File: src/rtl/spi_pkg.sv
// Shared definitions for the oversampled SPI peripheral: state encodings,
// default geometry and the byte counter ceiling.
package spi_pkg;

    typedef enum logic {
        SPI_IDLE   = 1'b0,
        SPI_ACTIVE = 1'b1
    } spi_state_t;

    localparam int DEFAULT_DATA_WIDTH  = 8;
    localparam int DEFAULT_SYNC_STAGES = 2;

    localparam logic [7:0] BYTE_COUNT_MAX = 8'd255;

endpackage

File: src/rtl/spi_pin_sync.sv
// Multi-flop synchronizer for one asynchronous pin, followed by a history
// flop that turns the synchronized level into rise/fall strobes.
module spi_pin_sync #(
    parameter int   STAGES    = 2,
    parameter logic RESET_VAL = 1'b0
)(
    input  logic clk,
    input  logic rst,
    input  logic pin,
    output logic level,
    output logic rise,
    output logic fall
);

    logic [STAGES-1:0] chain;
    logic              hist;

    always_ff @(posedge clk or posedge rst) begin
        if (rst) begin
            chain <= {STAGES{RESET_VAL}};
            hist  <= RESET_VAL;
        end else begin
            chain <= {chain[STAGES-2:0], pin};
            hist  <= chain[STAGES-1];
        end
    end

    assign level = chain[STAGES-1];
    assign rise  = level & ~hist;
    assign fall  = ~level & hist;

endmodule

File: src/rtl/spi_sync_peripheral.sv
// SPI mode-0 peripheral oversampled in the usb_clk domain: receives MSB-first
// words on PICO, shifts response words out on POCI, strobes results downstream.
module spi_sync_peripheral
    import spi_pkg::*;
#(
    parameter int pDATA_WIDTH  = DEFAULT_DATA_WIDTH,
    parameter int pSYNC_STAGES = DEFAULT_SYNC_STAGES
)(
    input  logic                   usb_clk,
    input  logic                   rst,
    input  logic                   spi_sclk,
    input  logic                   spi_cs_n,
    input  logic                   spi_pico,
    output logic                   spi_poci,
    output logic [pDATA_WIDTH-1:0] rx_data,
    output logic                   rx_valid,
    output logic                   rx_abort,
    input  logic [pDATA_WIDTH-1:0] tx_data,
    output logic                   tx_load,
    output logic                   busy,
    output logic [7:0]             byte_count
);

    localparam int CNT_W    = $clog2(pDATA_WIDTH + 1);
    localparam int SETTLE   = pSYNC_STAGES + 1;
    localparam int SETTLE_W = $clog2(SETTLE + 1);

    logic sclk_rise, sclk_fall, sclk_level_unused;
    logic cs_rise, cs_fall, cs_level;
    logic pico_level, pico_rise_unused, pico_fall_unused;

    spi_pin_sync #(.STAGES(pSYNC_STAGES), .RESET_VAL(1'b0)) u_sclk_sync (
        .clk(usb_clk), .rst(rst), .pin(spi_sclk),
        .level(sclk_level_unused), .rise(sclk_rise), .fall(sclk_fall)
    );

    spi_pin_sync #(.STAGES(pSYNC_STAGES), .RESET_VAL(1'b1)) u_cs_sync (
        .clk(usb_clk), .rst(rst), .pin(spi_cs_n),
        .level(cs_level), .rise(cs_rise), .fall(cs_fall)
    );

    spi_pin_sync #(.STAGES(pSYNC_STAGES), .RESET_VAL(1'b0)) u_pico_sync (
        .clk(usb_clk), .rst(rst), .pin(spi_pico),
        .level(pico_level), .rise(pico_rise_unused), .fall(pico_fall_unused)
    );

    spi_state_t             state, state_nxt;
    logic [CNT_W-1:0]       bit_cnt, bit_cnt_nxt;
    logic [pDATA_WIDTH-1:0] rx_shift, rx_shift_nxt;
    logic [pDATA_WIDTH-1:0] tx_shift, tx_shift_nxt;
    logic [pDATA_WIDTH-1:0] rx_data_nxt;
    logic [7:0]             byte_count_nxt;
    logic                   reload, reload_nxt;
    logic                   poci_nxt, rx_valid_nxt, rx_abort_nxt, tx_load_nxt;
    logic [SETTLE_W-1:0]    settle_cnt;
    logic                   armed;

    // A frame may only start once CS_N has been seen high through a flushed
    // synchronizer, so a CS_N held low across reset cannot fake a falling edge.
    always_ff @(posedge usb_clk or posedge rst) begin
        if (rst) begin
            settle_cnt <= '0;
            armed      <= 1'b0;
        end else if (settle_cnt != SETTLE_W'(SETTLE)) begin
            settle_cnt <= settle_cnt + SETTLE_W'(1);
        end else if (cs_level) begin
            armed <= 1'b1;
        end
    end

    always_ff @(posedge usb_clk or posedge rst) begin
        if (rst) begin
            state      <= SPI_IDLE;
            bit_cnt    <= '0;
            rx_shift   <= '0;
            tx_shift   <= '0;
            reload     <= 1'b0;
            spi_poci   <= 1'b0;
            rx_data    <= '0;
            rx_valid   <= 1'b0;
            rx_abort   <= 1'b0;
            tx_load    <= 1'b0;
            byte_count <= '0;
        end else begin
            state      <= state_nxt;
            bit_cnt    <= bit_cnt_nxt;
            rx_shift   <= rx_shift_nxt;
            tx_shift   <= tx_shift_nxt;
            reload     <= reload_nxt;
            spi_poci   <= poci_nxt;
            rx_data    <= rx_data_nxt;
            rx_valid   <= rx_valid_nxt;
            rx_abort   <= rx_abort_nxt;
            tx_load    <= tx_load_nxt;
            byte_count <= byte_count_nxt;
        end
    end

    // CS_N deassertion is tested first so it overrides a coincident SCLK edge.
    always_comb begin
        state_nxt      = state;
        bit_cnt_nxt    = bit_cnt;
        rx_shift_nxt   = rx_shift;
        tx_shift_nxt   = tx_shift;
        reload_nxt     = reload;
        poci_nxt       = spi_poci;
        rx_data_nxt    = rx_data;
        byte_count_nxt = byte_count;
        rx_valid_nxt   = 1'b0;
        rx_abort_nxt   = 1'b0;
        tx_load_nxt    = 1'b0;

        case (state)
            SPI_IDLE: begin
                if (cs_fall && armed) begin
                    state_nxt      = SPI_ACTIVE;
                    bit_cnt_nxt    = '0;
                    byte_count_nxt = '0;
                    reload_nxt     = 1'b0;
                    tx_shift_nxt   = tx_data;
                    tx_load_nxt    = 1'b1;
                    poci_nxt       = tx_data[pDATA_WIDTH-1];
                end
            end
            SPI_ACTIVE: begin
                if (cs_rise) begin
                    state_nxt    = SPI_IDLE;
                    rx_abort_nxt = (bit_cnt != '0);
                    bit_cnt_nxt  = '0;
                    reload_nxt   = 1'b0;
                    poci_nxt     = 1'b0;
                end else if (sclk_rise) begin
                    rx_shift_nxt = {rx_shift[pDATA_WIDTH-2:0], pico_level};
                    if (bit_cnt == CNT_W'(pDATA_WIDTH - 1)) begin
                        bit_cnt_nxt  = '0;
                        rx_data_nxt  = rx_shift_nxt;
                        rx_valid_nxt = 1'b1;
                        reload_nxt   = 1'b1;
                        if (byte_count != BYTE_COUNT_MAX)
                            byte_count_nxt = byte_count + 8'd1;
                    end else begin
                        bit_cnt_nxt = bit_cnt + CNT_W'(1);
                    end
                end else if (sclk_fall) begin
                    if (reload) begin
                        tx_shift_nxt = tx_data;
                        tx_load_nxt  = 1'b1;
                        reload_nxt   = 1'b0;
                    end else begin
                        tx_shift_nxt = tx_shift << 1;
                    end
                    poci_nxt = tx_shift_nxt[pDATA_WIDTH-1];
                end
            end
        endcase
    end

    assign busy = (state == SPI_ACTIVE);

endmodule

File: config.mk
export PLATFORM = sky130hd
export DESIGN_NAME = spi_sync_peripheral
export DESIGN_NICKNAME = d
export VERILOG_FILES = /design/src/rtl/spi_pkg.sv /design/src/rtl/spi_pin_sync.sv /design/src/rtl/spi_sync_peripheral.sv
export SDC_FILE = /design/constraint.sdc
export NUM_CORES = 1
export LEC_CHECK = 0
export CELL_PAD_IN_SITES_DETAIL_PLACEMENT = 1
export CELL_PAD_IN_SITES_GLOBAL_PLACEMENT = 1
export CORE_ASPECT_RATIO = 0.75
export CORE_MARGIN = 2
export CORE_UTILIZATION = 33
export CTS_CLUSTER_DIAMETER = 50
export DETAILED_ROUTE_END_ITERATION = 6
export PLACE_DENSITY_LB_ADDON = 0.05
export SLEW_MARGIN = 0
export SYNTH_ARGS = -nofsm -noshare
export SYNTH_HDL_FRONTEND = slang
export SYNTH_SLANG_ARGS = --single-unit
File: constraint.sdc
create_clock -name usb_clk -period 2.3 [get_ports usb_clk]
set_input_delay 0.23 -clock usb_clk [delete_from_list [all_inputs] [get_ports usb_clk]]
set_output_delay 0.23 -clock usb_clk [all_outputs]
set_load 0.005 [all_outputs]
==> impl_metrics.ini <==
[status]
status = complete, no violations

[placed_design]
post-place-ws_ns = 0.235
placedCellCount = 292
gp_congestion = 0.801
portBuffers = 33
dp_hpwl_mm = 3.41

[critical_path]
r2r_cells = 5
max_stage_delay_ns = 0.55
cp_top_family = simple AND/OR/NAND/NOR gates
slowest_stage = or3_1
crit_fanout = 13
worst-setup-path-type = flop to flop
worstPathRequired_ns = 2.49
rrSetupSlack_ns = 0.23
worstPathArrival_ns = 2.26
startpoint_type = flop
timing.rr.end = rx_data[3]$_DFFE_PP0P_
timing.critical_path.buf_inv = 1
path_cells = ha_1 -> nand4b_1 -> or3_1 -> inv_4 -> mux2_2
rr_startpoint = bit_cnt[0]$_DFFE_PP0P_
end_kind = flop

[grt]
use_met1 = 0.184
track_usage = 0.138
grt_pass1_vias = 1660
top_usage_layer = met2
grt_pass1_wl_mm = 8.09
gr-total-overflow = 0
grt_max_degree = 27
antenna_found_initial = 0
use_met2 = 0.228
grt_use_met3 = 0.0371

[clock_network]
clkTransAtPathRegs_ns = 0.09
cts_tree = done
root_buffer = clkbuf_8
cts_sinks = 51
post_cts_buffers = 0
cts-resized-gates = 0
clockBufferDepth = 2
clk_latency_ns = 0.30
cts_buffers = 5
cts_hold_buffers = 0
cts_htree_levels = 2

[power]
power_leakage_nw = 1.19
powerDensity_mw_per_mm2 = 736
peakVddDrop_mv = 0.373
power_mw = 2.04

[logic_synthesis]
ys_warn_count = 0
ys_async_sr_fraction = 1.00
ys_seq_elements = 51
synth_top_area_frac = 0.539
syn_area_mm2 = 0.00223
synth.area.top_cells = dfrtp_1, mux2_2, dfstp_2
syn_avg_cell_area_um2 = 12.3
ys_types = 42
synthCells = 182
yosysTopAreaCell = dfrtp_1
synth_flop_cell = dfrtp_1
synth_edf_count = 0
synth-seq-area-share = 0.574
synth_fp_nets = 199

[run]
max_cap_viol_count = 0

[floorplanning]
dieArea_mm2 = 0.00744
rows = 25
die_w_um = 98.9
coreArea_mm2 = 0.00641
start_util = 0.348
io_pins = 34
die_height_um = 75.2

[sta]
fin_setup_tns_ns = 0
final.setup_skew_ns = 0.00556
hold_ws_ns = 0.306
rsz0062_at_grt = no
setup_viol = 0
max_slew.worst_pin.slew_ns = 0.575
fmax_mhz = 484
slew_headroom = 0.616
period_needed_ns = 2.07
hold_viol_final = 0
finalWorstSetupSlack_ns = 0.232
fin_crit_sh = 0.899
slew_violations = 0

[detailed_routing]
drc = 0
drtAntennaViolNets = 0
vias = 1506
viasPerCell = 5.02
drt_iter0_markers = 48
first_pass_iters = 6
routedWlPerCell_um = 15.6
wl_mm = 4.68

[final_layout]
layout_commonest_cell = dfrtp_1
instances_no_fill = 300
diodes = 0
fill_cells = 668
drive_above_1_share = 0.205
layout.nets = 235
final_cell_mix = dfrtp_1, clkdlybuf4s50_1, mux2_2, nand2_1, inv_1
syn_to_final_growth_pct = 24.1

[min_path]
hold_class = primary input to async pin
## power by group
part / leakage (nW) / switching (mW) / total [mW] / internal [mW]
combinational: 0.479 / 0.126 / 0.291 / 0.165
clock: 0.0618 / 0.294 / 0.652 / 0.358
sequential: 0.646 / 0.0730 / 1.09 / 1.02
total: 1.19 / 0.493 / 2.04 / 1.54
## logic make-up (layout without fill, tap and decap cells)
group                    count (synthesis)  after routing  share of synthesized area
flip-flops                              51             51                      0.574
AND/OR/NAND/NOR                         47             47                      0.109
AO/OA/AOI/OAI                           30             30                      0.103
multiplexers                            29             29                      0.144
buffers and inverters                   20             57                     0.0438
adder cells (fa/ha/maj)                  4              4                     0.0224
XOR/XNOR                                 1              1                    0.00393
## cell usage after synthesis (4+ instances only)
master and instances:
mux2i_1 4, nand3_1 11, ha_1 4, o21ai_0 7, nand2_1 13, nor2_1 5, inv_1 13, dfrtp_1 48
nand4_1 4, mux2_2 25
## through the flow
step,area (µm²),util
finish,2770,0.432
global route,2770,0.432
CTS,2770,0.432
detailed placement,2650,0.413
global placement,2650,0.413
floorplan,2230,-
## routing by layer
| layer | share of wire | vias up |
|---|---|---|
| li1 | - | 719 |
| met1 | 0.47 | 760 |
| met2 | 0.48 | 25 |
| met3 | 0.040 | 2 |
| met4 | 0.0041 | 0 |
| met5 | 0 | - |
## worst register-to-register path, stage by stage, from the launching register on
cell      delay (ns)
dfrtp_1         0.43
ha_1            0.26
nand4b_1        0.12
or3_1           0.55
inv_4           0.25
mux2_2          0.35
## final cells by class
| class | instances | area (µm²) | area share |
|---|---|---|---|
| timing repair buffer | 35 | 358 | 0.129 |
| multi-input combinational | 111 | 852 | 0.308 |
| sequential | 51 | 1280 | 0.462 |
| tap | 81 | 101 | 0.0366 |
| clock buffer | 6 | 82.6 | 0.0298 |
| clock inverter | 2 | 38.8 | 0.0140 |
| inverter | 14 | 55.1 | 0.0199 |
## registers in the layout, indices dropped and copies added, names as in the netlist
name               cells
spi_poci               1
rx_valid               1
tx_shift               7
rx_data                8
u_pico_sync.chain      2
u_sclk_sync.hist       1
byte_count             8
armed                  1
tx_load                1
bit_cnt                4
reload                 1
rx_abort               1
rx_shift               7
settle_cnt             2
u_cs_sync.hist         1
u_cs_sync.chain        2
busy                   1
u_sclk_sync.chain      2
## worst max-delay path by stage
stage / start / endpoint / cells after the start / slack, ns
after floorplan: bit_cnt[0]$_DFFE_PP0P_ / rx_data[0]$_DFFE_PP0P_ / 7 / 0.55
after global placement: bit_cnt[0]$_DFFE_PP0P_ / rx_data[0]$_DFFE_PP0P_ / 5 / 0.37
after detailed placement: bit_cnt[0]$_DFFE_PP0P_ / rx_data[2]$_DFFE_PP0P_ / 5 / 0.24
after CTS: bit_cnt[0]$_DFFE_PP0P_ / rx_data[2]$_DFFE_PP0P_ / 5 / 0.22
after global routing: bit_cnt[0]$_DFFE_PP0P_ / byte_count[3]$_DFFE_PP0P_ / 5 / 0.11
final: bit_cnt[0]$_DFFE_PP0P_ / rx_data[3]$_DFFE_PP0P_ / 5 / 0.23
Note: power is estimated with default switching activity, not from simulation.
